`src/rtl/seg_decode_pkg.sv`:
```
// Shared definitions for the seven-segment scan decoder.
// Holds the digit count, the segment bit positions on the segment bus and the
// active-high 7-bit pattern for each hex glyph (bit 0 = segment a).
package seg_decode_pkg;

  localparam int NUM_DIGITS = 4;

  localparam int SEG_A  = 0;
  localparam int SEG_B  = 1;
  localparam int SEG_C  = 2;
  localparam int SEG_D  = 3;
  localparam int SEG_E  = 4;
  localparam int SEG_F  = 5;
  localparam int SEG_G  = 6;
  localparam int SEG_DP = 7;

  localparam logic [6:0] PAT_0 = 7'h3F;
  localparam logic [6:0] PAT_1 = 7'h06;
  localparam logic [6:0] PAT_2 = 7'h5B;
  localparam logic [6:0] PAT_3 = 7'h4F;
  localparam logic [6:0] PAT_4 = 7'h66;
  localparam logic [6:0] PAT_5 = 7'h6D;
  localparam logic [6:0] PAT_6 = 7'h7D;
  localparam logic [6:0] PAT_7 = 7'h07;
  localparam logic [6:0] PAT_8 = 7'h7F;
  localparam logic [6:0] PAT_9 = 7'h6F;
  localparam logic [6:0] PAT_A = 7'h77;
  localparam logic [6:0] PAT_B = 7'h7C;
  localparam logic [6:0] PAT_C = 7'h39;
  localparam logic [6:0] PAT_D = 7'h5E;
  localparam logic [6:0] PAT_E = 7'h79;
  localparam logic [6:0] PAT_F = 7'h71;

endpackage

```
`src/rtl/segment_hex_decoder.sv`:
```
// Combinational inverse of the hex-to-seven-segment encoder.
// Ports:
//   pattern_i  active-high segments a-g (bit 0 = a)
//   nibble_o   recovered hex value (0 when there is no match)
//   match_o    high when pattern_i is one of the sixteen hex glyphs
module segment_hex_decoder
  import seg_decode_pkg::*;
(
  input  logic [6:0] pattern_i,
  output logic [3:0] nibble_o,
  output logic       match_o
);

  // A blank pattern (all segments off) is not a glyph and falls to the default.
  always_comb begin
    nibble_o = 4'h0;
    match_o  = 1'b1;
    case (pattern_i)
      PAT_0:   nibble_o = 4'h0;
      PAT_1:   nibble_o = 4'h1;
      PAT_2:   nibble_o = 4'h2;
      PAT_3:   nibble_o = 4'h3;
      PAT_4:   nibble_o = 4'h4;
      PAT_5:   nibble_o = 4'h5;
      PAT_6:   nibble_o = 4'h6;
      PAT_7:   nibble_o = 4'h7;
      PAT_8:   nibble_o = 4'h8;
      PAT_9:   nibble_o = 4'h9;
      PAT_A:   nibble_o = 4'hA;
      PAT_B:   nibble_o = 4'hB;
      PAT_C:   nibble_o = 4'hC;
      PAT_D:   nibble_o = 4'hD;
      PAT_E:   nibble_o = 4'hE;
      PAT_F:   nibble_o = 4'hF;
      default: match_o  = 1'b0;
    endcase
  end

endmodule

```
`src/rtl/segment_scan_decoder.sv`:
```
// Watches a multiplexed four-digit seven-segment bus and recovers the digits
// being shown. A (select, segment) pair is captured once it has been stable
// for SETTLE cycles; once all four digits have been captured the frame is
// published on digits_o/dps_o with a one-cycle frame_valid_o strobe.
// Ports:
//   clk_i, rst_ni      clock and asynchronous active-low reset
//   seg_select_i       digit strobes, bit k selects digit k
//   seg_write_i        segments a-g in bits 0-6, decimal point in bit 7
//   err_clear_i        clears the sticky error flags
//   digits_o           last frame, digit0 in [15:12] .. digit3 in [3:0]
//   dps_o              decimal point of digit k in bit k
//   frame_valid_o      pulse when digits_o/dps_o update
//   changed_o          pulse with frame_valid_o when the digits differ
//   stale_o            no successful capture for TIMEOUT cycles
//   err_pattern_o      sticky: captured pattern was not a hex glyph
//   err_select_o       sticky: several digits selected in a stable window
module segment_scan_decoder
  import seg_decode_pkg::*;
#(
  parameter int SETTLE         = 4,
  parameter int TIMEOUT        = 1000000,
  parameter bit SEL_ACTIVE_LOW = 1'b1,
  parameter bit SEG_ACTIVE_LOW = 1'b1
) (
  input  logic        clk_i,
  input  logic        rst_ni,
  input  logic [3:0]  seg_select_i,
  input  logic [7:0]  seg_write_i,
  input  logic        err_clear_i,
  output logic [15:0] digits_o,
  output logic [3:0]  dps_o,
  output logic        frame_valid_o,
  output logic        changed_o,
  output logic        stale_o,
  output logic        err_pattern_o,
  output logic        err_select_o
);

  localparam int SW = $clog2(SETTLE + 1);
  localparam int TW = $clog2(TIMEOUT + 1);
  localparam logic [SW-1:0] SETTLE_MAX  = SW'(SETTLE);
  localparam logic [SW-1:0] SETTLE_LAST = SW'(SETTLE - 1);
  localparam logic [TW-1:0] TIME_MAX    = TW'(TIMEOUT);
  // Input registers reset to the bus idle level so release does not look busy.
  localparam logic [3:0] SEL_IDLE = {4{SEL_ACTIVE_LOW}};
  localparam logic [7:0] SEG_IDLE = {8{SEG_ACTIVE_LOW}};

  logic [3:0]    selRaw_q, selPrev_q;
  logic [7:0]    segRaw_q, segPrev_q;
  logic [SW-1:0] settleCnt_q, settleCnt_d;
  logic [TW-1:0] timeoutCnt_q, timeoutCnt_d;
  logic [3:0]    seen_q, seen_d;
  logic [15:0]   digitBuf_q, digitBuf_d;
  logic [3:0]    dpBuf_q, dpBuf_d;
  logic [15:0]   digits_q, digits_d;
  logic [3:0]    dps_q, dps_d;
  logic          frameValid_q, frameValid_d;
  logic          changed_q, changed_d;
  logic          stale_q, stale_d;
  logic          errPattern_q, errPattern_d;
  logic          errSelect_q, errSelect_d;

  logic [3:0] selNorm;
  logic [7:0] segNorm;
  logic       pairChanged;
  logic       captureEvt;
  logic       oneSel;
  logic       multiSel;
  logic       capOk;
  logic [3:0] nibble;
  logic       match;

  assign selNorm     = selRaw_q ^ {4{SEL_ACTIVE_LOW}};
  assign segNorm     = segRaw_q ^ {8{SEG_ACTIVE_LOW}};
  assign pairChanged = (selRaw_q != selPrev_q) || (segRaw_q != segPrev_q);
  // Fires only on the count's step into SETTLE, once per stable window.
  assign captureEvt  = !pairChanged && (settleCnt_q == SETTLE_LAST);
  assign multiSel    = |(selNorm & (selNorm - 4'd1));
  assign oneSel      = (selNorm != 4'h0) && !multiSel;
  assign capOk       = captureEvt && oneSel && match;

  segment_hex_decoder u_hexDecoder (
    .pattern_i (segNorm[SEG_G:SEG_A]),
    .nibble_o  (nibble),
    .match_o   (match)
  );

  always_comb begin
    settleCnt_d  = settleCnt_q;
    timeoutCnt_d = timeoutCnt_q;
    seen_d       = seen_q;
    digitBuf_d   = digitBuf_q;
    dpBuf_d      = dpBuf_q;
    digits_d     = digits_q;
    dps_d        = dps_q;
    frameValid_d = 1'b0;
    changed_d    = 1'b0;
    errPattern_d = errPattern_q;
    errSelect_d  = errSelect_q;

    if (pairChanged) begin
      settleCnt_d = '0;
    end else if (settleCnt_q != SETTLE_MAX) begin
      settleCnt_d = settleCnt_q + 1'b1;
    end

    // Publish the completed frame; the buffers still hold it this cycle.
    if (seen_q == 4'hF) begin
      digits_d     = digitBuf_q;
      dps_d        = dpBuf_q;
      frameValid_d = 1'b1;
      changed_d    = (digitBuf_q != digits_q);
      seen_d       = 4'h0;
    end

    if (timeoutCnt_q == TIME_MAX) begin
      seen_d = 4'h0;
    end

    // Applied after the clears above so a capture here seeds the next frame.
    if (capOk) begin
      for (int k = 0; k < NUM_DIGITS; k++) begin
        if (selNorm[k]) begin
          digitBuf_d[4*(NUM_DIGITS-1-k) +: 4] = nibble;
          dpBuf_d[k]                          = segNorm[SEG_DP];
          seen_d[k]                           = 1'b1;
        end
      end
    end

    if (capOk) begin
      timeoutCnt_d = '0;
    end else if (timeoutCnt_q != TIME_MAX) begin
      timeoutCnt_d = timeoutCnt_q + 1'b1;
    end
    stale_d = (timeoutCnt_d == TIME_MAX);

    // A new error event outranks a simultaneous clear.
    if (err_clear_i) begin
      errPattern_d = 1'b0;
      errSelect_d  = 1'b0;
    end
    if (captureEvt && multiSel) begin
      errSelect_d = 1'b1;
    end
    if (captureEvt && oneSel && !match) begin
      errPattern_d = 1'b1;
    end
  end

  always_ff @(posedge clk_i or negedge rst_ni) begin
    if (!rst_ni) begin
      selRaw_q     <= SEL_IDLE;
      selPrev_q    <= SEL_IDLE;
      segRaw_q     <= SEG_IDLE;
      segPrev_q    <= SEG_IDLE;
      settleCnt_q  <= '0;
      timeoutCnt_q <= '0;
      seen_q       <= 4'h0;
      digitBuf_q   <= 16'h0;
      dpBuf_q      <= 4'h0;
      digits_q     <= 16'h0;
      dps_q        <= 4'h0;
      frameValid_q <= 1'b0;
      changed_q    <= 1'b0;
      stale_q      <= 1'b0;
      errPattern_q <= 1'b0;
      errSelect_q  <= 1'b0;
    end else begin
      selRaw_q     <= seg_select_i;
      selPrev_q    <= selRaw_q;
      segRaw_q     <= seg_write_i;
      segPrev_q    <= segRaw_q;
      settleCnt_q  <= settleCnt_d;
      timeoutCnt_q <= timeoutCnt_d;
      seen_q       <= seen_d;
      digitBuf_q   <= digitBuf_d;
      dpBuf_q      <= dpBuf_d;
      digits_q     <= digits_d;
      dps_q        <= dps_d;
      frameValid_q <= frameValid_d;
      changed_q    <= changed_d;
      stale_q      <= stale_d;
      errPattern_q <= errPattern_d;
      errSelect_q  <= errSelect_d;
    end
  end

  assign digits_o      = digits_q;
  assign dps_o         = dps_q;
  assign frame_valid_o = frameValid_q;
  assign changed_o     = changed_q;
  assign stale_o       = stale_q;
  assign err_pattern_o = errPattern_q;
  assign err_select_o  = errSelect_q;

endmodule

```
`config.mk`:
```
export PLATFORM = sky130hd
export DESIGN_NAME = segment_scan_decoder
export DESIGN_NICKNAME = d
export VERILOG_FILES = /design/src/rtl/seg_decode_pkg.sv /design/src/rtl/segment_hex_decoder.sv /design/src/rtl/segment_scan_decoder.sv
export SDC_FILE = /design/constraint.sdc
export NUM_CORES = 1
export LEC_CHECK = 0
export BUFFER_PORTS_ARGS = -buffer_cell sky130_fd_sc_hd__buf_2
export CAP_MARGIN = 10
export CORE_UTILIZATION = 45
export DETAILED_ROUTE_END_ITERATION = 12
export GPL_TIMING_DRIVEN = 0
export SETUP_SLACK_MARGIN = 0.05
export SLEW_MARGIN = 20
export SYNTH_ARGS = -nofsm -noshare
export SYNTH_HDL_FRONTEND = slang
export SYNTH_HIERARCHICAL = 1
export SYNTH_SLANG_ARGS = --single-unit
```
`constraint.sdc`:
```
create_clock -name clk_i -period 2.8 [get_ports clk_i]
set_clock_uncertainty 0.1 [all_clocks]
set_input_delay 0 -clock clk_i [delete_from_list [all_inputs] [get_ports clk_i]]
set_output_delay 0 -clock clk_i [all_outputs]
set_load 0.01 [all_outputs]
```
; Word level (Yosys, flattened, before mapping)
; Index checks and enable logic that the tools add are counted.
; Widths: inputs -> output; s select.
[totals]
reg_bits = 96
in_bits = 15
output_inout_bits = 25
[op_classes]
n_addsub = 3
n_eq_ne = 25
n_mux = 18
bitwise = 3
n_reduce_logical = 20
[op_table]
columns = cell, n
row1 = $eq 7x7->1 const B, 12
row2 = $pmux 4 s15, 1
row3 = $eq 20x20->1 const B, 2
row4 = $mux 20, 2
row5 = $add 20x1->20 const B, 1
row6 = $ne 20x20->1 const B, 1
row7 = $ne 16x16->1, 1
row8 = $reduce_or 16->1, 1
row9 = $eq 7x3->1 const B, 2
row10 = $eq 7x6->1 const B, 2
row11 = $mux 4, 3
row12 = $mux 1, 10
row13 = $ne 8x8->1, 1
row14 = $not 8->8, 1
row15 = $reduce_and 2->1, 4
row16 = $logic_and 1x1->1, 6
row17 = $mux 3, 2
row18 = $reduce_bool 2->1, 3
row19 = $and 4x4->4, 1
row20 = $eq 4x4->1 const B, 1
row21 = $ne 4x4->1, 1
row22 = $not 4->4, 1
row23 = $reduce_bool 4->1, 1
row24 = $reduce_or 4->1, 1
row25 = other kinds (6), 8

; Depth between registers and ports, before layout
; Gate-level depths: netlist of the first run.
[logic_depth]
ltp_word = 10
depth_mapped = 11
ltp_nobuf = 8

; Hierarchy
; Netlist of the first run, hierarchy kept.
[by_module_without_submodules]
columns = module, n_inst, cells_each, area_each_um2, seq_area_each_um2
row1 = segment_scan_decoder, 1, 393, 4394.2, 2432.3
row2 = segment_hex_decoder, 1, 57, 400.4, 0.0

; Worst setup path before layout of the first run
; No wires, ideal clock.
[synth_timing]
kind = register to register
from = register segRaw_q[2]
to = register digitBuf_q[2]
setup_ns = 0.128
arrival_time_ns = 2.245
t_required_ns = 2.572
path_slack_ns = 0.328
path_stages_with_launch = 11
path_cell_list = dfstp_2 -> inv_1 -> buf_6 -> o311a_1 -> o221a_1 -> o211ai_2 -> and4_1 -> buf_6 -> nor2b_1 -> buf_4 -> mux2_1
[synth_between]
elab_cells_between_ends = 27
cone_classes = 17 x eq/ne / 2 x mux / 1 x bitwise / 7 x reduce/logical
[synth_lines]
columns = element, line_no
row1 = start: declaration, segment_scan_decoder.sv:49  ; logic [7:0] segRaw_q, segPrev_q;
row2 = start signal: assignment, segment_scan_decoder.sv:172  ; segRaw_q <= seg_write_i;
row3 = $not 8->8 (no source line) (*), -
row4 = via segNorm[2], segment_scan_decoder.sv:64  ; logic [7:0] segNorm;
row5 = "$eq 7x6->1, or another cell as far along", segment_hex_decoder.sv:18  ; case (pattern_i)
row6 = $reduce_or 16->1 (no source line) (*), -
row7 = $mux 1 (*), segment_hex_decoder.sv:18
row8 = via match, segment_scan_decoder.sv:71  ; logic match;
row9 = $logic_and 1x1->1 (*), segment_scan_decoder.sv:80  ; assign capOk = captureEvt && oneSel && match;
row10 = $reduce_and 2->1 (no source line) (*), -
row11 = end signal: assignment, segment_scan_decoder.sv:177  ; digitBuf_q <= digitBuf_d;
row12 = end: declaration, segment_scan_decoder.sv:53  ; logic [15:0] digitBuf_q, digitBuf_d;
; Mark *: on every way through the listed nets, which the timed path passes. The rest lies on a longest branch.
; A chain may end at the register's enable or synchronous reset.

; Final worst setup path of the first run
[layout_timing]
from = register segRaw_q[2]
to = register digitBuf_q[6]
; The elaborated chain is that of the path after synthesis.

==> results list, run 1 <==
- The flow ran to the end, and the final reports show no timing, DRC or antenna violations.
- CTS built an H-tree with a depth of 3.
* Yosys top cell area share: 0.3758
* Mapped Cells: 450
- Pin count of the biggest net entering global routing: 61
- Peak ir drop on the vdd network: 249.5 uV
- Overall power: about 2.4 mW
- The longest clock path from root to sink contains 2 buffers.
* Area of the die: ~11000 um^2
- Number of port buffers: 39
* Final-layout setup total negative slack: 0 ps
- In the global route stage, overall resource usage came out at 0.1841.
- Number of global-route vias before repair: 3319
- Summed over all cells, the static leakage comes to between 2 and 3 nW.
- Pwr/cell area: 434.0 nW/um^2
- Flip-flop and latch count after synthesis: 96
* Fill count: 926
- Headroom to the max-slew limit came out at 0.4435.
* Reg-to-reg startpoint: segRaw_q[2]
- Setup violations remaining at the end of the flow were counted as 0.
- Post-route clock period utilization: 0.9412
- Element type at the critical path end: flop
- Initial drt markers: 92
- Hold Path Class: in2reg
- The mapped netlist covers 4795 um^2.
- Together, buffers and inverters on the worst path number 4.
- After detailed routing, the number of remaining DRC violations is 0.
- In this design, the largest share of critical-path delay is due to compound AO/OA/AOI/OAI gates.
* Leading area contributor after synthesis: sky130_fd_sc_hd__dfrtp_1
- The initial utilization of the core area, before any placement, comes to 0.4644.
* Core Footprint: 10320 um^2
* Number of cells on the worst hold path: 2
* Max-cap viol count: 0
- Number of vias after detailed routing: 3365
- The number of slew-limit violations in the final report came to 0.
- Global-route wire length before repair: 16.14 mm
- sky130_fd_sc_hd__dfrtp_1 is the most common cell in the netlist.
- On the final layout, the worst hold slack is around 180 ps.
* Vias/cell: 5.075
* Root cell of the clock tree: sky130_fd_sc_hd__clkbuf_8
- The worst path in the final design needs a cycle of 2635 ps, including I/O delays and setup.
* Largest cells by area after synthesis: sky130_fd_sc_hd__dfrtp_1 (38%), sky130_fd_sc_hd__dfstp_2 (13%), sky130_fd_sc_hd__xnor2_1 (6.6%)
* Top-level I/O count: 40
- Count of TritonRoute iterations in the first routing pass: 6
* RSZ-0062 raised after global routing: false
- Clock tree from TritonCTS: done
* DPL Wire Length: approximately 6.6 mm
- Critical path class: reg2reg
- Depth of the worst register-to-register path: 10
- For the worst-skew pair, the clock arrives at the later sink with an insertion delay of 360 ps.
- Inserted Clock Buffers: 9
* Slew of the pin with the lowest slew margin: 824.3 ps
* Distinct cell type count of the synthesized netlist: 69
* Worst setup SP type: flop
- For this run, the leading register cell type out of synthesis is sky130_fd_sc_hd__dfrtp_1.
- Yosys warnings: 6
* CP dominant cell by count: sky130_fd_sc_hd__buf_6
- Relative to the synthesized area, the layout overhead comes to 16.75%.
- List of most frequent post-synthesis cells: sky130_fd_sc_hd__dfrtp_1 (72), sky130_fd_sc_hd__nand2_1 (70), sky130_fd_sc_hd__xnor2_1 (36), sky130_fd_sc_hd__nor2_1 (34), sky130_fd_sc_hd__dfstp_2 (24)
- Mapped Nets: 470
- Vertical die dimension: 105.2 um
- Endpoint, Worst Hold: segRaw_q[4]
* Worst flop-to-flop path endpoint: digitBuf_q[6]
- Dividing the detail-routed wire length by the instance count gives ~14 um.
- Layout cell share with drive strength beyond 1: 0.2524
- Summed over all layers, the routed wires come to 9.419 mm.
* Fin nets: 542
- The initial antenna violation count is 0.
- The number of hold violations in the final report is 0.
- The setup check on the worst reg-to-reg path leaves a slack of 160 ps.
- For the worst setup path, the data arrival time is between 2000 and 3000 ps.
* Ant. Diodes: 0
- After clock tree synthesis, the clock-pin slew on the worst setup and hold paths is 90 ps.
- Highest clock rate: ~0.38 GHz
* Register area share after synthesis: 0.5073
* Min-Delay Startpoint: seg_write_i[4]
- The largest individual stage delay along the critical path comes from the cell sky130_fd_sc_hd__dfstp_2.
- Critical path required time: 2940 ps
* Routability-driven placement congestion ratio: 0.8240
- In this run the horizontal extent of the chip is 105.2 um.
- Of all flip-flops after synthesis, the portion carrying an async set or reset was 1.000.
* Critical path's largest stage delay: 540 ps
- Avg Inst Size Synth: 10.65 um^2
- The detail route stage leaves a number of antenna-violating nets equal to 0.
* Std cell rows: 37
- Overflow left after global routing: 0
- Clock Sinks: 96
- Along the worst path, the maximum fanout reaches 10.
- Walking the worst path, the cells encountered are inv_1, buf_6, o311a_1, o221a_1, o211ai_2, and4_1, buf_6, nor2b_4, buf_6, mux2_1.
- The synthesized design contains 0 enable-type register cells.
state kept, by name (all words and copies together) (netlist names):
| name | cells |
|---|---|
| digitBuf_q | 16 |
| segPrev_q | 8 |
| err_pattern_o | 1 |
| timeoutCnt_q | 20 |
| dps_o | 4 |
| selRaw_q | 4 |
| changed_o | 1 |
| frame_valid_o | 1 |
| stale_o | 1 |
| digits_o | 16 |
| segRaw_q | 8 |
| seen_q | 4 |
| selPrev_q | 4 |
| settleCnt_q | 3 |
| dpBuf_q | 4 |
| err_select_o | 1 |
worst max path at each step:
| stage | startpoint | cells past startpoint | slack (ps) | end |
|---|---|---|---|---|
| finish | segRaw_q[2] | 10 | 160 | digitBuf_q[6] |
| global route | segRaw_q[5] | 9 | 60 | digitBuf_q[6] |
| CTS | segRaw_q[6] | 11 | 60 | digitBuf_q[3] |
| detailed placement | segRaw_q[6] | 11 | 20 | digitBuf_q[6] |
| global placement | segRaw_q[6] | 11 | 20 | digitBuf_q[4] |
| floorplan | segRaw_q[2] | 10 | 330 | digitBuf_q[2] |
per-stage QoR:
step / util / setup slack (ps) / cells / instance area [um^2]
2_1_floorplan: - / 327.8 / 450 / 4795
4_1_cts: 0.5388 / 57.55 / 661 / 5563
3_5_place_dp: 0.5031 / 17.16 / 626 / 5194
3_3_place_gp: 0.4998 / 21.05 / 625 / 5160
6_report: 0.5422 / 164.7 / 663 / 5598
5_1_grt: 0.5422 / 62.12 / 663 / 5598
power breakdown:
part           total (mW)  switching [mW]  leakage (nW)  internal [mW]
combinational       0.151          0.0817          1.25         0.0695
clock               0.846           0.493        0.0822          0.353
sequential           1.43          0.0149          1.24           1.42
total                2.43           0.590          2.58           1.84
layout by cell type (no fill, tap or decap), drive strengths merged, types with 6 or more instances in the layout:
| cell type | netlist | routed |
|---|---|---|
| buf | 18 | 64 |
| mux2i | 6 | 6 |
| xnor2 | 36 | 36 |
| nor4 | 6 | 6 |
| dlygate4sd3 | 0 | 15 |
| nor3 | 7 | 7 |
| dfstp | 24 | 24 |
| nand2 | 70 | 70 |
| o21ai | 12 | 12 |
| clkbuf | 6 | 17 |
| inv | 20 | 21 |
| nand3 | 14 | 14 |
| dfrtp | 72 | 72 |
| nor2 | 34 | 34 |
| nor2b | 8 | 8 |
| nand4 | 19 | 19 |
| xor2 | 15 | 15 |
| mux2 | 17 | 17 |
worst register-to-register path: cells and delay by family (launching register included):
kind	cells	cell delay (ps)
multiplexers	1	330
AO/OA/AOI/OAI	3	760
flip-flops	1	540
buffers and inverters	4	430
AND/OR/NAND/NOR	2	370
cells by family (layout without fill, tap and decap cells):
family | Yosys count | count (layout) | synth area share
AO/OA/AOI/OAI | 41 | 41 | 0.06263
XOR/XNOR | 51 | 51 | 0.09316
adder cells (fa/ha/maj) | 6 | 6 | 0.01514
flip-flops | 96 | 96 | 0.5073
buffers and inverters | 45 | 122 | 0.05480
AND/OR/NAND/NOR | 188 | 188 | 0.2145
multiplexers | 23 | 23 | 0.05245
final cells by class:
type                       instances  area, um^2  area share
sequential                        96        2432      0.4345
multi-input combinational        309        2120      0.3786
timing repair buffer              61       424.2     0.07577
buffer                            24       191.4     0.03420
tap                              136       170.2     0.03040
clock buffer                      11       141.4     0.02526
inverter                          21       78.83     0.01408
clock inverter                     5       40.04    0.007152
per-layer routing:
| metal | global-route usage | vias to the layer above | part of all wire |
|---|---|---|---|
| met5 | 0 | - | 0 |
| met4 | 0.04829 | 0 | 0.0099 |
| met3 | 0.03154 | 8 | 0.024 |
| met2 | 0.2984 | 51 | 0.48 |
| met1 | 0.2558 | 1641 | 0.48 |
| li1 | - | 1665 | - |
repair_timing:
action,4_1_cts,5_1_grt
pin swaps,2,2
endpoints found under the setup margin,8,16
gates resized for setup,2,6
hold buffers,15,0
gates cloned,0,0
setup buffers,4,2
endpoints found under the hold margin,110,0
No activity file was read; power rests on OpenSTA's default activity.
==> run 2: changes to the inputs <==
--- a/config.mk
+++ b/config.mk
@@ -10,6 +10,7 @@
 export CORE_UTILIZATION = 45
 export DETAILED_ROUTE_END_ITERATION = 12
 export GPL_TIMING_DRIVEN = 0
+export PLACE_DENSITY_LB_ADDON = 0.3
 export SETUP_SLACK_MARGIN = 0.05
 export SLEW_MARGIN = 20
 export SYNTH_ARGS = -nofsm -noshare
==> run 2 against run 1 <==
  * Global-route usage fell by 0.25 points
  * Sequential power about the same
  * Clock power rose by 22%
  * Cell area is 1.0% higher
  * Sequential cell count unchanged
  * Fmax shrank 0.86%
  * Die area unchanged
  * Power increased by 7.7%
  * Core utilization rose by 0.55 points
  * Largest cell class unchanged
  * Largest power group unchanged
==> results list, run 2 (synthesis gave the netlist of run 1 again) <==
- The number of hold violations in the final report came to 0.
- For met1 alone, demand over resource in global routing was 0.2424.
- Top register by number of flip-flops: timeoutCnt_q
- Setup violation total in the final timing report: 0
- In the finished design, the share of the clock period the worst path needs comes to 0.9493.
* Area added between synthesis and finish: 17.93%
- Pwr/cell area: ~460 nW/um^2
- Post-route DRC: 0
- Max-cap viol count: 0
- Vertical die dimension: around 110 um
* Post-place instance area: 5194 um^2
* Global-route wire length before repair: 16.01 mm
- Final-layout setup total negative slack: 0 ps
* Std cell rows: 37
- In this run the worst path has a maximum fanout of 10.
- Post-detailed-route count of antenna-violating nets: 0
- After the flow finishes, the layout carries non-filler instances totaling 663.
* DR WL/cell: 14.21 um
- The worst setup path is launched from a flop.
- Vias/cell: a little over 5
- Data on the critical path is required at its endpoint by 2950 ps.
- The number of cells on the worst reg-to-reg path is 11.
- Initial drt markers: approximately 160
- GRT Resource Usage Total: 0.1816
* Slew of the pin with the lowest slew margin: roughly 750 ps
* Arrival time at the worst endpoint: 2810 ps
* Number of port buffers: 39
* Count of TritonRoute iterations in the first routing pass: 4
* DPL Wire Length: ~6.5 mm
- Pins over their slew limit: 0
- For this design, the sink count on the clock tree is 96.
* Met3 Track Usage GR: 0.03154
- Clock period minus final worst setup slack: 2658 ps
- Ant. Diodes: 0
* Clock slew seen by the registers of the worst setup and hold paths: approximately 100 ps
- Summed over all layers, the routed wires come to 9.419 mm.
- Summed area of non-filler cells in the final layout: 5654 um^2
- At the end of routability-driven placement, the weighted congestion stood at around 0.85.
- Measured along the x axis, the die boundary spans about 110 um.
- Number of global-route vias before repair: 3393
- Leak pwr: 2.609 nW
- Fin nets: 542
- The die covers ~11000 um^2.
* Global-route track usage on met2: 0.2975
- For flop-to-flop paths, the worst setup slack is 140 ps.
- RSZ-0062 raised after global routing: false
- Outcome: finished, final reports clean
- The library cell used most frequently in the layout, excluding fill and tap cells, is sky130_fd_sc_hd__dfrtp_1.
- Layer with the highest usage after global routing: met2
* Top-level I/O count: 40
* DP Cell Count: between 600 and 700
- Overflow left after global routing: 0
- Detailed routing inserted a total of 3428 vias.
* Hold Path Class: in2async
* Later-pin clock latency in the skew report: 360 ps
- Leaving out fill and tap cells, the most frequent cells in the layout are sky130_fd_sc_hd__dfrtp_1 (72), sky130_fd_sc_hd__nand2_1 (70), sky130_fd_sc_hd__buf_2 (44), sky130_fd_sc_hd__xnor2_1 (36), sky130_fd_sc_hd__nor2_1 (34).
* Highest clock rate: 0.3762 GHz
* Reg-to-reg startpoint: segRaw_q[6]
- TritonCTS built the clock tree.
- Measured against its own limit, the worst slew margin works out to 0.4938.
- The cell sitting at the root of the clock tree is a sky130_fd_sc_hd__clkbuf_8.
- Worst flop-to-flop path endpoint: digitBuf_q[0]
- Core Footprint: approximately 10000 um^2
* Fill count: 893
* Number of antenna violations at the first check in global routing: 0
- Layout cell share with drive strength beyond 1: 0.2638
- Pin count of the biggest net entering global routing: 60
* Element type at the critical path end: flop
- Critical path class: reg2reg
- The initial utilization of the core area, before any placement, comes to 0.4644.
* Inserted Clock Buffers: 9
* Number of levels in the clock H-tree: 3
- Max reg flops: 20
- IR analysis of the VDD net gives a maximum drop of between 200 and 250 uV.
- Maximum count of clock buffers along a single path: 2
[run 2: cell count changes in the layout (fill, tap and decap cells not counted), moves of 2 or more]
cell / before / now
sky130_fd_sc_hd__mux2_1: 16 / 11
sky130_fd_sc_hd__mux2_4: 0 / 5
sky130_fd_sc_hd__buf_4: 8 / 10
sky130_fd_sc_hd__bufinv_16: 0 / 2
sky130_fd_sc_hd__clkinvlp_4: 3 / 1
[run 2: worst max-delay path by stage]
stage	start	end	slack, ps	cells past startpoint
3_3_place_gp	segRaw_q[2]	digitBuf_q[5]	80	10
4_1_cts	segRaw_q[2]	digitBuf_q[5]	60	10
3_5_place_dp	segRaw_q[6]	digitBuf_q[5]	40	11
6_report	segRaw_q[6]	digitBuf_q[0]	140	11
5_1_grt	segRaw_q[6]	digitBuf_q[0]	30	11
2_1_floorplan	segRaw_q[2]	digitBuf_q[2]	330	10
[run 2: timing repair]
item / in CTS / in global routing
gates resized for setup: 0 / 11
endpoints found under the setup margin: 4 / 17
hold buffers: 14 / 0
pin swaps: 2 / 4
setup buffers: 3 / 4
endpoints found under the hold margin: 110 / 0
[run 2: critical path, cell delays in order (launching register included)]
cell,delay (ps)
sky130_fd_sc_hd__dfstp_2,560
sky130_fd_sc_hd__inv_2,50
sky130_fd_sc_hd__buf_6,130
sky130_fd_sc_hd__nand4b_1,170
sky130_fd_sc_hd__o311a_1,150
sky130_fd_sc_hd__o221a_1,220
sky130_fd_sc_hd__o211ai_2,190
sky130_fd_sc_hd__and4_1,230
sky130_fd_sc_hd__buf_6,130
sky130_fd_sc_hd__nor2b_4,120
sky130_fd_sc_hd__buf_4,170
sky130_fd_sc_hd__mux2_1,330
[run 2: area by class of cell]
cell class	instances	area, um^2	area share
clock buffer	9	123.9	0.02191
timing repair buffer	61	421.7	0.07457
sequential	96	2432	0.4302
buffer	24	187.7	0.03319
inverter	21	78.83	0.01394
clock inverter	7	101.3	0.01792
tap	136	170.2	0.03010
multi-input combinational	309	2138	0.3782
[run 2: power by group]
| group | internal, mW | total, mW | switching [mW] | leakage [nW] |
|---|---|---|---|---|
| Clock | 0.514 | 1.03 | 0.517 | 0.112 |
| Sequential | 1.42 | 1.43 | 0.0154 | 1.24 |
| Combinational | 0.0697 | 0.152 | 0.0825 | 1.25 |
[run 2: stage by stage]
step           setup slack, ps  total power [mW]    util  hold slack [ps]
2_1_floorplan            327.8             1.528       -           -395.6
3_3_place_gp             84.30             1.580  0.4998            4.958
3_5_place_dp             42.61             1.591  0.5031           -168.1
4_1_cts                  56.43             2.641  0.5407            3.509
5_1_grt                  32.84             2.714  0.5477            28.48
6_report                 141.9             2.617  0.5477            3.980
[run 2: layer usage]
metal,share of wire,vias to the layer above
met1,0.48,1679
met5,0,-
li1,-,1669
met3,0.031,16
met4,0.019,0
met2,0.47,64
==> run 3: changes to the inputs <==
--- a/config.mk
+++ b/config.mk
@@ -5,6 +5,7 @@
 export SDC_FILE = /design/constraint.sdc
 export NUM_CORES = 1
 export LEC_CHECK = 0
+export ABC_AREA = 1
 export BUFFER_PORTS_ARGS = -buffer_cell sky130_fd_sc_hd__buf_2
 export CAP_MARGIN = 10
 export CORE_UTILIZATION = 45
==> run 3 against run 2 <==
  * Core utilization fell by 0.19 points
  * First-iteration DRC count fell by 32%
  * Critical endpoint is now timeoutCnt_q[10]
  * Worst setup slack improved by 330 ps
  * Largest cell class unchanged
  * Highest routed layer unchanged
  * Hold slack improved by 170 ps
  * Non-clock buffer count fell by 19
  * Routed wire length fell by 1.4%
  * Die area fell by 1.7%
  * Combinational power fell by 20%
  * Power fell by 9.7%
  * Synthesized cell count rose by 25%
  * Sequential cell count did not move
==> results list, run 3 <==
- Outcome: finished, final reports clean
* Post-route DRC: 0
- In this run the tightest slew margin relative to its limit is 0.5862.
- Flip-flop and latch count after synthesis: 96
- Highest clock rate: 0.4292 GHz
* Yosys top cell area share: 0.3825
- Worst-path maximum fanout: 10
- Of the total power, the share spent switching nets is 0.2417.
* GRT Resource Usage Total: 0.1868
- Yosys printed 6 warnings.
* Combinational share of power: 0.051
- Critical path class: reg2reg
- TritonCTS built the clock tree.
* Largest cells by area after synthesis: sky130_fd_sc_hd__dfrtp_1 (38%), sky130_fd_sc_hd__dfstp_2 (13%), sky130_fd_sc_hd__nand2_1 (13%)
- RSZ-0062 raised after global routing: false
* Starting utilization of the core area: 0.4732
* Maximum count of clock buffers along a single path: 2
- Summed over all instances, the cell type with the most area after synthesis is sky130_fd_sc_hd__dfrtp_1.
- The area growth from synthesis to layout is 15.33%.
* Number of levels in the clock H-tree: 3
- In the layout the commonest cells are sky130_fd_sc_hd__nand2_1 (159), sky130_fd_sc_hd__inv_1 (79), sky130_fd_sc_hd__dfrtp_1 (72), sky130_fd_sc_hd__nor2_1 (55), sky130_fd_sc_hd__buf_2 (42).
- Number of global-route vias before repair: 3566
- DPL Wire Length: 6.811 mm
- Clock group share of total power: 0.343
- Fin nets: 648
- The initial antenna violation count is 0.
- After synthesis the cells add up to 4711 um^2.
- The analysis attributes to net switching a power of 0.5710 mW.
- Worst setup SP type: flop
- Vertical die dimension: 104.3 um
- A synthesized cell averages 8.397 um^2.
- The library cell used most frequently in the layout, excluding fill and tap cells, is sky130_fd_sc_hd__nand2_1.
- Reg2reg setup slack: approximately 470 ps
- Entering global routing, the biggest net connects 63 pins.
- Routability-driven placement finished with a final weighted congestion of 0.9136.
* Number of flops mapped to enable cells by yosys: 0
- Vias/cell: around 4.7
- Number of port buffers: 39
* Std cell rows: 36
- For the worst setup path, the data arrival time is 2490 ps.
* Layout cell share with drive strength beyond 1: 0.1896
- Measured along the x axis, the die boundary spans 104.3 um.
- Min-Delay Startpoint: seg_write_i[2]
* Pwr/cell area: 434.9 nW/um^2
* Leak pwr: 2.630 nW
* Post-detailed-route count of antenna-violating nets: 0
- Top-level I/O count: 40
* Post-route clock period utilization: 0.8320
* Core Footprint: 9955 um^2
* Top_reg_cell synth: sky130_fd_sc_hd__dfrtp_1
- Of the synthesized area, sequential elements account for 0.5163.
- Reg-to-reg startpoint: segRaw_q[4]
- 0 antenna diodes ended up in the layout.
- The number of clock buffers added by TritonCTS is 9.
- The number of slew-limit violations in the final report came to 0.
* Number of cells on the worst hold path: 2
- Endpoint, Worst Hold: segRaw_q[2]
- Final-layout setup total negative slack: 0 ps
* Distinct cell type count of the synthesized netlist: 35
* Final Hold Vio Count: 0
- Peak ir drop on the vdd network: 235.9 uV
- Top register by number of flip-flops: timeoutCnt_q
- Counting instances in the post-synthesis netlist gives the leading cell types as sky130_fd_sc_hd__nand2_1 (159), sky130_fd_sc_hd__inv_1 (79), sky130_fd_sc_hd__dfrtp_1 (72), sky130_fd_sc_hd__nor2_1 (55), sky130_fd_sc_hd__o21ai_0 (28).
- Summed area of non-filler cells in the final layout: 5433 um^2
- The smallest clock period supported by the final layout is computed as approximately 2300 ps.
- P_int: about 1.8 mW
- Setup Fix Bufs, Post-CTS: 0
- The clock net in this run drives a total of 96 sinks.
- Of the total power, registers draw 0.606.
* Mapped Cells: 561
* Async SR Flop Fraction: 1.000
* CTS Hold Buffers Added: 16
- Root cell of the clock tree: sky130_fd_sc_hd__clkbuf_8
* Mapped Nets: roughly 580
* Worst flop-to-flop path endpoint: timeoutCnt_q[10]
- Setup violation total in the final timing report: 0
- Post-cts sizing count: 0
* Routed WL: approximately 9.3 mm
- Count of TritonRoute iterations in the first routing pass: 4
- Later-pin clock latency in the skew report: 370 ps
- DR WL/cell: about 12 um
* Overflow left after global routing: 0
- The worst hold path belongs to the class in2reg.
* Slew of the pin with the lowest slew margin: 618.6 ps
- Max-cap viol count: 0
* Max reg flops: 20
- The routed layout has 3636 vias.
- Measured in cells, the most critical reg-to-reg path has a length of 11.
- Initial drt markers: 110
* Element type at the critical path end: flop
- OpenSTA, run right after detailed placement, puts the worst setup slack at 453.5 ps.
- For the worst setup path, the data required time is 2960 ps.
* Final worst setup slack: 470.3 ps
* Post-place instance area: 5106 um^2
- The die covers 10880 um^2.
- Clock slew seen by the registers of the worst setup and hold paths: roughly 90 ps
- The first global-routing pass estimated 16.17 mm of wire.
* Cell with the most instances after synthesis: sky130_fd_sc_hd__nand2_1
-- run 3: changes by cell type after synthesis, sizes merged, moves of 15 or more --
cell   delta
inv      +62
o21ai    +22
xnor2    -27
nand3    +15
nor2     +31
mux2     -17
nand2    +95
-- run 3: routing by layer --
| layer | GRT usage | vias to the layer above | wire, um |
|---|---|---|---|
| li1 | - | 1872 | - |
| met1 | 0.2399 | 1696 | 4425 |
| met2 | 0.3122 | 58 | 4486 |
| met3 | 0.04261 | 10 | 283 |
| met4 | 0.05816 | 0 | 95 |
| met5 | 0 | - | 0 |
-- run 3: power by group through the flow --
stage	clock (mW)	sequential, mW	combinational, mW
2_1_floorplan	0	1.45	0.0532
3_3_place_gp	0	1.46	0.0976
3_5_place_dp	0	1.46	0.105
4_1_cts	0.842	1.43	0.124
5_1_grt	0.904	1.43	0.140
6_report	0.811	1.43	0.121
-- run 3: final cells by class --
| cell class | count | area (um^2) |
|---|---|---|
| Timing Repair Buffer | 56 | 389.1 |
| Fill cell | 909 | 4522 |
| Inverter | 83 | 312.8 |
| Buffer | 10 | 57.56 |
| Clock buffer | 12 | 135.1 |
| Sequential cell | 96 | 2432 |
| Multi-Input combinational cell | 372 | 1908 |
| Clock inverter | 4 | 31.28 |
| Tap cell | 133 | 166.4 |
-- run 3: worst max-delay path by stage --
stage                           start               end  slack (ps)
after floorplan           segRaw_q[4]     digitBuf_q[7]         820
after global routing      segRaw_q[4]  timeoutCnt_q[10]         220
after global placement    segRaw_q[4]  timeoutCnt_q[16]         530
after CTS                 segRaw_q[4]  timeoutCnt_q[10]         450
after detailed placement  segRaw_q[4]  timeoutCnt_q[10]         450
final                     segRaw_q[4]  timeoutCnt_q[10]         470
-- run 3: cell families after synthesis --
logic type | share of synthesized area
simple gates | 0.2807
flops | 0.5163
buf+inv | 0.07862
compound gates | 0.05896
xor+xnor | 0.05206
fa+ha+maj | 0.01328
-- run 3: per-stage QoR --
step	utilization	std cells	total power [mW]	hold slack (ps)
finish	0.5458	766	2.363	171.2
floorplan	-	561	1.507	-395.6
detailed placement	0.5129	734	1.563	-191.6
global route	0.5458	766	2.478	152.2
global placement	0.5096	733	1.554	4.748
CTS	0.5458	766	2.397	153.4
-- run 3: worst max-delay path, stage by stage, from the launching register on --
cell and delay, ps:
sky130_fd_sc_hd__dfstp_2 550, sky130_fd_sc_hd__inv_1 100, sky130_fd_sc_hd__nor3_1 300, sky130_fd_sc_hd__nand2_1 120, sky130_fd_sc_hd__nand2_1 110, sky130_fd_sc_hd__nor2_1 60
sky130_fd_sc_hd__nand3_2 110, sky130_fd_sc_hd__nand4_4 170, sky130_fd_sc_hd__clkinv_2 120, sky130_fd_sc_hd__buf_6 150, sky130_fd_sc_hd__buf_2 250, sky130_fd_sc_hd__nor2_1 70
